$ cat config.mk
export PLATFORM = sky130hd
export DESIGN_NAME = prog_loader
export DESIGN_NICKNAME = d
export VERILOG_FILES = /design/src/rtl/prog_loader.sv
export SDC_FILE = /design/constraint.sdc
export NUM_CORES = 1
export LEC_CHECK = 0
export CAP_MARGIN = 20
export CORE_ASPECT_RATIO = 0.9
export CORE_MARGIN = 8
export CORE_UTILIZATION = 51
export CTS_BUF_LIST = sky130_fd_sc_hd__clkbuf_4 sky130_fd_sc_hd__clkbuf_8
export DETAILED_ROUTE_END_ITERATION = 10
export PLACE_DENSITY = 0.79
export SYNTH_ARGS = -nofsm -noshare
export SYNTH_HDL_FRONTEND = slang
export SYNTH_SLANG_ARGS = --single-unit
$ cat constraint.sdc
create_clock -name clock -period 2.2 [get_ports clock]
set_clock_uncertainty 0.2 [all_clocks]
set_input_delay 0.22 -clock clock [delete_from_list [all_inputs] [get_ports clock]]
set_output_delay 0.22 -clock clock [all_outputs]
set_load 0.05 [all_outputs]
$ cat src/rtl/prog_loader.sv
// Program loader: assembles a checksummed byte stream into 16-bit instruction
// words, writes them to program memory from address 0 and releases the CPU reset.
module prog_loader #(
    parameter int unsigned DATA_WIDTH        = 11,
    parameter int unsigned INSTRUCTION_WIDTH = 15
) (
    input  logic                         clock,
    input  logic                         reset,
    input  logic [7:0]                   rx_data,
    input  logic                         rx_valid,
    output logic                         rx_ready,
    input  logic                         reload,
    output logic                         pm_wr,
    output logic [DATA_WIDTH-1:0]        pm_addr,
    output logic [INSTRUCTION_WIDTH:0]   pm_data,
    output logic                         cpu_reset,
    output logic                         done,
    output logic                         error,
    output logic [DATA_WIDTH:0]          loaded_count
);

    localparam int unsigned WORD_W  = INSTRUCTION_WIDTH + 1;
    localparam int unsigned CNT_W   = DATA_WIDTH + 1;
    localparam int unsigned COUNT_W = 16;
    localparam logic [COUNT_W-1:0] MAX_COUNT = COUNT_W'(1 << DATA_WIDTH);

    typedef enum logic [2:0] {
        CNT_HI = 3'd0,
        CNT_LO = 3'd1,
        INS_HI = 3'd2,
        INS_LO = 3'd3,
        WRITE  = 3'd4,
        CHECK  = 3'd5,
        DONE   = 3'd6,
        ERROR  = 3'd7
    } state_t;

    state_t               state_q, state_d;
    logic [7:0]           hi_q, hi_d;
    logic [7:0]           acc_q, acc_d;
    logic [COUNT_W-1:0]   count_q, count_d;
    logic [COUNT_W-1:0]   count_in;
    logic [CNT_W-1:0]     lc_inc;
    logic                 xfer;
    logic                 restart;

    logic                 rx_ready_d, pm_wr_d, cpu_reset_d, done_d, error_d;
    logic [DATA_WIDTH-1:0] pm_addr_d;
    logic [WORD_W-1:0]    pm_data_d;
    logic [CNT_W-1:0]     loaded_count_d;

    assign xfer     = rx_valid & rx_ready;
    assign count_in = {hi_q, rx_data};
    assign lc_inc   = loaded_count + CNT_W'(1);
    assign restart  = reload & ((state_q == DONE) | (state_q == ERROR));

    // State register
    always_ff @(posedge clock or negedge reset) begin
        if (!reset) begin
            state_q <= CNT_HI;
        end else begin
            state_q <= state_d;
        end
    end

    // Next-state logic; the state only advances on an accepted byte
    always_comb begin
        state_d = state_q;
        case (state_q)
            CNT_HI: if (xfer) state_d = CNT_LO;
            CNT_LO: begin
                if (xfer) begin
                    if (count_in > MAX_COUNT)       state_d = ERROR;
                    else if (count_in == '0)        state_d = CHECK;
                    else                            state_d = INS_HI;
                end
            end
            INS_HI: if (xfer) state_d = INS_LO;
            INS_LO: if (xfer) state_d = WRITE;
            WRITE:  state_d = (COUNT_W'(lc_inc) == count_q) ? CHECK : INS_HI;
            CHECK: begin
                if (xfer) state_d = (rx_data == acc_q) ? DONE : ERROR;
            end
            DONE:   if (reload) state_d = CNT_HI;
            ERROR:  if (reload) state_d = CNT_HI;
            default: state_d = CNT_HI;
        endcase
    end

    // Output/datapath next values; status outputs are registered from state_d
    always_comb begin
        rx_ready_d     = (state_d == CNT_HI) | (state_d == CNT_LO) |
                         (state_d == INS_HI) | (state_d == INS_LO) |
                         (state_d == CHECK);
        pm_wr_d        = (state_d == WRITE);
        done_d         = (state_d == DONE);
        error_d        = (state_d == ERROR);
        cpu_reset_d    = (state_d == DONE);
        pm_addr_d      = pm_addr;
        pm_data_d      = pm_data;
        loaded_count_d = loaded_count;
        hi_d           = hi_q;
        acc_d          = acc_q;
        count_d        = count_q;

        if (xfer && (state_q != CHECK)) begin
            acc_d = acc_q ^ rx_data;
        end
        if (xfer && ((state_q == CNT_HI) || (state_q == INS_HI))) begin
            hi_d = rx_data;
        end
        if (xfer && (state_q == CNT_LO)) begin
            count_d = count_in;
        end
        // Word is staged on the low byte so it is on the bus during WRITE
        if (xfer && (state_q == INS_LO)) begin
            pm_addr_d = loaded_count[DATA_WIDTH-1:0];
            pm_data_d = WORD_W'({hi_q, rx_data});
        end
        if (state_q == WRITE) begin
            loaded_count_d = lc_inc;
        end
        if (restart) begin
            loaded_count_d = '0;
            acc_d          = '0;
        end
    end

    // Registered outputs and datapath
    always_ff @(posedge clock or negedge reset) begin
        if (!reset) begin
            rx_ready     <= 1'b0;
            pm_wr        <= 1'b0;
            pm_addr      <= '0;
            pm_data      <= '0;
            cpu_reset    <= 1'b0;
            done         <= 1'b0;
            error        <= 1'b0;
            loaded_count <= '0;
            hi_q         <= '0;
            acc_q        <= '0;
            count_q      <= '0;
        end else begin
            rx_ready     <= rx_ready_d;
            pm_wr        <= pm_wr_d;
            pm_addr      <= pm_addr_d;
            pm_data      <= pm_data_d;
            cpu_reset    <= cpu_reset_d;
            done         <= done_d;
            error        <= error_d;
            loaded_count <= loaded_count_d;
            hi_q         <= hi_d;
            acc_q        <= acc_d;
            count_q      <= count_d;
        end
    end

endmodule

==> results of run 1 <==
worst max-delay path, delay by kind of cell, from the launching register on:
kind	cells	cell delay [ns]
adders and majority gates	1	0.19
muxes	1	0.33
xor gates and xnor gates	1	0.15
and+or+nand+nor	3	0.64
AOI/OAI and AO/OA	1	0.12
DFF	1	0.52
path summary, 6_finish.rpt:
kind	startpoint	endpoint	slack, ns
min in group clock	pm_addr[4]	pm_addr[4]	0.29
max in group asynchronous	reset	acc_q[6]	1.03
min reg2reg	pm_addr[4]	pm_addr[4]	0.29
min	reset	pm_addr[4]	0.18
max reg2reg	loaded_count[0]	state_q[1]	-0.06
max	loaded_count[0]	state_q[1]	-0.06
report_power, final:
part / total, mW / leakage [nW] / switching (mW) / internal, mW
combinational: 3.68 / 1.12 / 2.10 / 1.58
clock: 0.994 / 0.0889 / 0.548 / 0.445
sequential: 2.52 / 0.966 / 0.469 / 2.05
final cells by class:
class | count | area [um^2]
Fill cell | 540 | 2380
Sequential cell | 78 | 1960
Multi-Input combinational cell | 233 | 1810
Timing Repair Buffer | 101 | 910
Clock buffer | 10 | 138
Tap cell | 96 | 120
Clock inverter | 6 | 46.3
Inverter | 8 | 30.0
per-layer routing:
metal	global-route usage	vias to the layer above
li1	-	1388
met1	0.216	1470
met2	0.293	87
met3	0.0639	16
met4	0.0551	0
met5	0	-
synth_stat cells (all sizes together), types with 8 or more instances:
cell type / count
dfrtp: 78
inv: 8
nand3: 8
nand2: 28
nor2: 20
xor2: 15
nor4: 9
buf: 10
o21ai: 17
xnor2: 13
a21oi: 9
clkbuf: 8
mux2: 49
logic make-up (layout without fill, tap and decap cells):
group | after synthesis | in the layout | synth area share
AOI/OAI and AO/OA | 50 | 50 | 0.0850
xor gates and xnor gates | 28 | 28 | 0.0641
adders and majority gates | 2 | 2 | 0.00588
buffers and inverters | 26 | 125 | 0.0376
DFF | 78 | 78 | 0.510
muxes | 51 | 51 | 0.150
and+or+nand+nor | 102 | 102 | 0.147
sequential cells by signal (all words and copies together) (netlist names):
name	count
acc_q	8
count_q	16
done	1
error	1
hi_q	8
loaded_count	12
pm_addr	11
pm_data	16
pm_wr	1
rx_ready	1
state_q	3
metrics by stage:
stage	utilization	hold WS, ns	setup TNS (ns)	cell area [um^2]	instances
global placement	0.645	0.0391	-0.657	4770	513
global route	0.678	0.254	-0.449	5020	532
floorplan	-	-0.276	-0.195	3880	337
finish	0.678	0.179	-0.178	5020	532
CTS	0.674	0.182	-0.240	4980	531
detailed placement	0.645	0.0409	-1.07	4770	513
cell usage in the layout (no fill, tap or decap), types with 4 or more instances in the layout:
cell type | synthesis | routed
a21oi_1 | 9 | 8
inv_1 | 8 | 8
buf_4 | 2 | 45
o21ai_0 | 16 | 16
nand2_1 | 28 | 28
nand2b_1 | 6 | 6
nand3_1 | 7 | 6
dfrtp_2 | 0 | 6
dfrtp_1 | 78 | 71
clkdlybuf4s50_1 | 0 | 52
xnor2_1 | 13 | 12
and3_1 | 5 | 4
nor4_1 | 7 | 6
mux2_2 | 40 | 40
clkbuf_8 | 2 | 10
nor2b_1 | 6 | 6
xor2_1 | 15 | 15
nor2_1 | 20 | 20
mux2_1 | 8 | 8
repair_timing:
| action | 4_1_cts | 5_1_grt |
|---|---|---|
| buffers inserted | 1 | 1 |
| endpoints found under the hold margin | 38 | 0 |
| hold buffers | 1 | 0 |
| endpoints found under the setup margin | 6 | 6 |
| resized for setup | 3 | 6 |
| pin swaps | 3 | 3 |
==> key figures, run 1 <==
Run status
  – Outcome: finished with violations
  – Violated checks: setup timing

Cells and area
  – Synthesis-to-layout area growth: 31.1%
  – Share of cells above drive strength 1: 0.294
  – Fin nets: 444
  – Antenna cell count: 0

Route
  – DR vias: 2,961
  – Total Wirelength: 9.21 mm
  – Top sig layer: met4
  – Drt pass-1 iters: 4
  – DR WL/cell: 17.3 um
  – Met3 Wirelength: 579 um
  – DR WL met2: 4.48 mm
  – Number of vias per cell: 5.57
  – Met1 WL: 4.04 mm
  – Remaining DRCs: 0
  – Starting DRT DRC Count: 130
  – Final ANT Viol Nets: 0

Global routing
  – Largest net degree at the start of global routing: 42
  – Initial antenna violation count: 0
  – Total track usage: 0.180
  – First-pass GRT wire length: 15.0 mm
  – Number of global-route vias before repair: 3,010
  – Gr ovfl total: 0

Synth
  – Synthesized cell area: 0.00383 mm^2
  – Sequential fraction of the synthesis area: 0.510
  – EDFF count, synth: 0
  – Post-synth ARST share: 1.00
  – Post-synth top area share: 0.510
  – Top cells by area, synth: dfrtp_1 51%, mux2_2 12%, xor2_1 3.4%
  – Largest area contributor in the netlist: dfrtp_1
  – Most frequently used flop master after synthesis: dfrtp_1
  – Synth Net Count: 350
  – Gate count after technology mapping: 337
  – Netlist cell types: 57
  – Mean Syn Cell Area: 11.4 um^2
  – Post-synthesis register bit count: 78
  – Synth Warn #: 0

Floorplanning
  – Die height: 98.2 um
  – Die Width: 107 um
  – Die Footprint: 0.0105 mm^2
  – Initial core utilization: 0.518
  – Ports: 56
  – Floorplan row count: 30
  – Core area: 0.00739 mm^2

Power
  – Worst VDD drop: 0.000980 V
  – Final Power: 7.20 mW
  – Power per cell area: 1430 mW/mm^2
  – Lkg Pwr: 2.17 nW

Critical path
  – Setup CP Type: flop to flop
  – Critical Path Max Stage Delay: 0.52 ns
  – Arrival time worst endpoint: 2.30 ns
  – Critical Path RT: 2.24 ns
  – Cell Chain, Critical Path: ha_4, and3_4, xnor2_2, mux2_4, nor4_4, a21oi_1, or2_1
  – Setup crit start kind: flop
  – Critical path capture point type: flop
  – Worst path slowest cell: dfrtp_4
  – CP Max Fanout: 6
  – Worst R2R Path Depth: 7

Placed design
  – Port bufs: 55
  – Pre-CTS setup slack: -0.291 ns
  – Dpl hpwl: 6.75 mm
  – RD Place Congestion: 0.887

Clocking
  – H-tree lvl count: 3
  – Root Buffer: clkbuf_8
  – CTS tree: built
  – Worst-path clk slew: 0.08 ns
  – Sink Count: 78
  – Worst skew pair latency: 0.36 ns
  – TritonCTS buffer count: 9
  – CTS Buffer Depth: 2

Timing
  – Final Hold Viols: 0
  – Tmin final: 2.26 ns
  – Slew Viols, Final: 0
  – Slew margin rel.: 0.641
  – Worst slew pin tran: 0.537 ns
  – RSZ-0062 raised after global routing: yes
  – Final Cycle Share: 1.03
  – Setup Viol. Count Final: 4
  – Highest Clock Rate: 443 MHz
  – Setup ws final: -0.0555 ns

Run
  – Max-cap viol count: 0

Worst hold path
  – Hold Crit Class: primary input to asynchronous set/reset pin
No activity file was read; power rests on OpenSTA's default activity.
==> inputs of run 2 (changes only) <==
--- a/config.mk
+++ b/config.mk
@@ -11,6 +11,7 @@
 export CORE_UTILIZATION = 51
 export CTS_BUF_LIST = sky130_fd_sc_hd__clkbuf_4 sky130_fd_sc_hd__clkbuf_8
 export DETAILED_ROUTE_END_ITERATION = 10
+export MAX_ROUTING_LAYER = met4
 export PLACE_DENSITY = 0.79
 export SYNTH_ARGS = -nofsm -noshare
 export SYNTH_HDL_FRONTEND = slang
==> run 2 against run 1 <==
  * The run still ends with setup timing left
  * Total power is essentially flat
  * Die area is the same
  * Fmax grew 0.20%
  * Utilization is the same
  * Worst setup slack gained 0.0044 ns
  * Largest power group unchanged
==> key figures, run 2 (synthesis results as in run 1) <==
Route
  – Total Wirelength: 9.22 mm (+0.13%)
  – Drt pass-1 iters: 4 (unchanged)
  – Final ANT Viol Nets: 0 (unchanged)
  – Number of vias per cell: 5.56 (about the same)
  – Remaining DRCs: 0 (unchanged)
  – DR vias: 2,960 (-0.034%)
  – Starting DRT DRC Count: 123 (-5.4%)
  – DR WL/cell: 17.3 um (+0.13%)

Floorplanning
  – Ports: 56 (unchanged)
  – Initial core utilization: 0.518 (unchanged)
  – Floorplan row count: 30 (unchanged)
  – Core area: 0.00739 mm^2 (unchanged)
  – Die Footprint: 0.0105 mm^2 (unchanged)
  – Die Width: 107 um (unchanged)
  – Die height: 98.2 um (unchanged)

Power
  – Worst VDD drop: 0.000980 V (about the same)
  – Power per cell area: 1430 mW/mm^2 (about the same)
  – Lkg Pwr: 2.17 nW (unchanged)
  – Final Power: 7.20 mW (about the same)

Global routing
  – Number of global-route vias before repair: 3,016 (+0.20%)
  – Gr ovfl total: 0 (unchanged)
  – Initial antenna violation count: 0 (unchanged)
  – Total track usage: 0.185 (+0.00535)
  – First-pass GRT wire length: 15.0 mm (about the same)
  – Largest net degree at the start of global routing: 42 (unchanged)

Critical path
  – CP startpoint: loaded_count[0]
  – Setup CP Type: flop to flop
  – Worst R2R Path Depth: 7 (unchanged)
  – Critical Path RT: 2.24 ns (about the same)
  – CP Max Fanout: 6 (unchanged)
  – Arrival time worst endpoint: 2.29 ns (about the same)
  – Reg-to-Reg Start: loaded_count[0]
  – Setup crit start kind: flop
  – Critical path capture point type: flop

Cells and area
  – Footprint of the multi-input gates: 0.00181 mm^2 (unchanged)
  – Most common cell after layout, fill and taps aside: dfrtp_1
  – Antenna cell count: 0 (unchanged)
  – Share of cells above drive strength 1: 0.294 (unchanged)
  – FILL cells: 540 (unchanged)
  – Sequential Area: 0.00196 mm^2 (unchanged)
  – Biggest regs: count_q (16), pm_data (16), loaded_count (12)
  – Synthesis-to-layout area growth: 31.1% (unchanged)
  – Most frequent cells in the layout: 71 x dfrtp_1, 52 x clkdlybuf4s50_1, 45 x buf_4
  – Core Util, Final: 0.678 (unchanged)
  – Cell Count, Final, Fillers Out: 532 (unchanged)
  – Fin nets: 444 (unchanged)

Timing
  – Setup Viol. Count Final: 4 (unchanged)
  – Slew Viols, Final: 0 (unchanged)
  – Worst slew pin tran: 0.539 ns (+0.00153 ns)
  – Slew margin rel.: 0.640 (-0.00103)
  – Tmin final: 2.25 ns (-0.00443 ns)
  – Setup ws final: -0.0510 ns (+0.00443 ns)
  – Final Cycle Share: 1.02 (-0.00201)
  – RSZ-0062 raised after global routing: yes
  – Hold slack final: 0.183 ns (+0.00412 ns)
  – Final Hold Viols: 0 (unchanged)
  – Highest Clock Rate: 444 MHz (+0.20%)

Clocking
  – CTS Buffer Depth: 2 (unchanged)
  – Worst-path clk slew: 0.08 ns (about the same)
  – H-tree lvl count: 3 (unchanged)
  – Worst skew pair latency: 0.36 ns (about the same)
  – Root Buffer: clkbuf_8
  – CTS tree: built
  – TritonCTS buffer count: 9 (unchanged)
  – Sink Count: 78 (unchanged)

Placed design
  – Dpl hpwl: 6.75 mm (unchanged)
  – Placed cells: 513 (unchanged)
  – Port bufs: 55 (unchanged)
  – Pre-CTS setup slack: -0.291 ns (unchanged)
  – RD Place Congestion: 0.902 (+1.7%)

Run status
  – Outcome: finished with violations
  – Violated checks: setup timing

Run
  – Max-cap viol count: 0 (unchanged)

Worst hold path
  – Hold Crit Class: primary input to asynchronous set/reset pin
-- run 2: cell counts in the layout (fill, tap and decap cells not counted) --
Identical to the previous run, type by type.
-- run 2: final cells by class --
class                      instances  share of cell area
clock buffer                      10              0.0274
clock inverter                     6             0.00923
inverter                           8             0.00599
multi-input combinational        233               0.361
sequential                        78               0.391
tap                               96              0.0239
timing repair buffer             101               0.181
-- run 2: critical path: stages, from the launching register on --
cell,delay (ns)
dfrtp_4,0.52
ha_4,0.19
and3_4,0.22
xnor2_2,0.15
mux2_4,0.33
nor4_4,0.20
a21oi_1,0.11
or2_1,0.22
-- run 2: per-stage QoR --
stage | TNS, ns | instance area (um^2)
2_1_floorplan | -0.195 | 3880
3_3_place_gp | -0.657 | 4770
3_5_place_dp | -1.07 | 4770
4_1_cts | -0.240 | 4980
5_1_grt | -0.449 | 5020
6_report | -0.169 | 5020
-- run 2: worst paths after layout --
| path | end | slack [ns] |
|---|---|---|
| min | pm_addr[4] | 0.18 |
| max | state_q[1] | -0.05 |
| min in group clock | pm_addr[4] | 0.29 |
| max in group asynchronous | acc_q[2] | 1.02 |
| min reg2reg | pm_addr[4] | 0.29 |
| max reg2reg | state_q[1] | -0.05 |
-- run 2: power by group --
part | leakage [nW] | total (mW) | internal, mW | switching [mW]
logic | 1.12 | 3.68 | 1.58 | 2.10
registers | 0.966 | 2.52 | 2.05 | 0.470
clock network | 0.0889 | 0.995 | 0.445 | 0.549
total | 2.17 | 7.20 | 4.08 | 3.12
-- run 2: timing repair --
| item | in CTS | in global routing |
|---|---|---|
| hold buffers | 1 | 0 |
| hold endpoints to repair | 38 | 0 |
| setup endpoints to repair | 6 | 6 |
| pin swaps | 3 | 3 |
| gates resized for setup | 3 | 6 |
| buffers inserted | 1 | 1 |
-- run 2: per-layer routing --
| layer | up-vias | share of wire | track usage |
|---|---|---|---|
| met5 | - | 0 | - |
| met4 | 0 | 0.0099 | 0.0551 |
| met3 | 9 | 0.071 | 0.0586 |
| met2 | 107 | 0.49 | 0.292 |
| met1 | 1461 | 0.43 | 0.220 |
| li1 | 1383 | - | - |
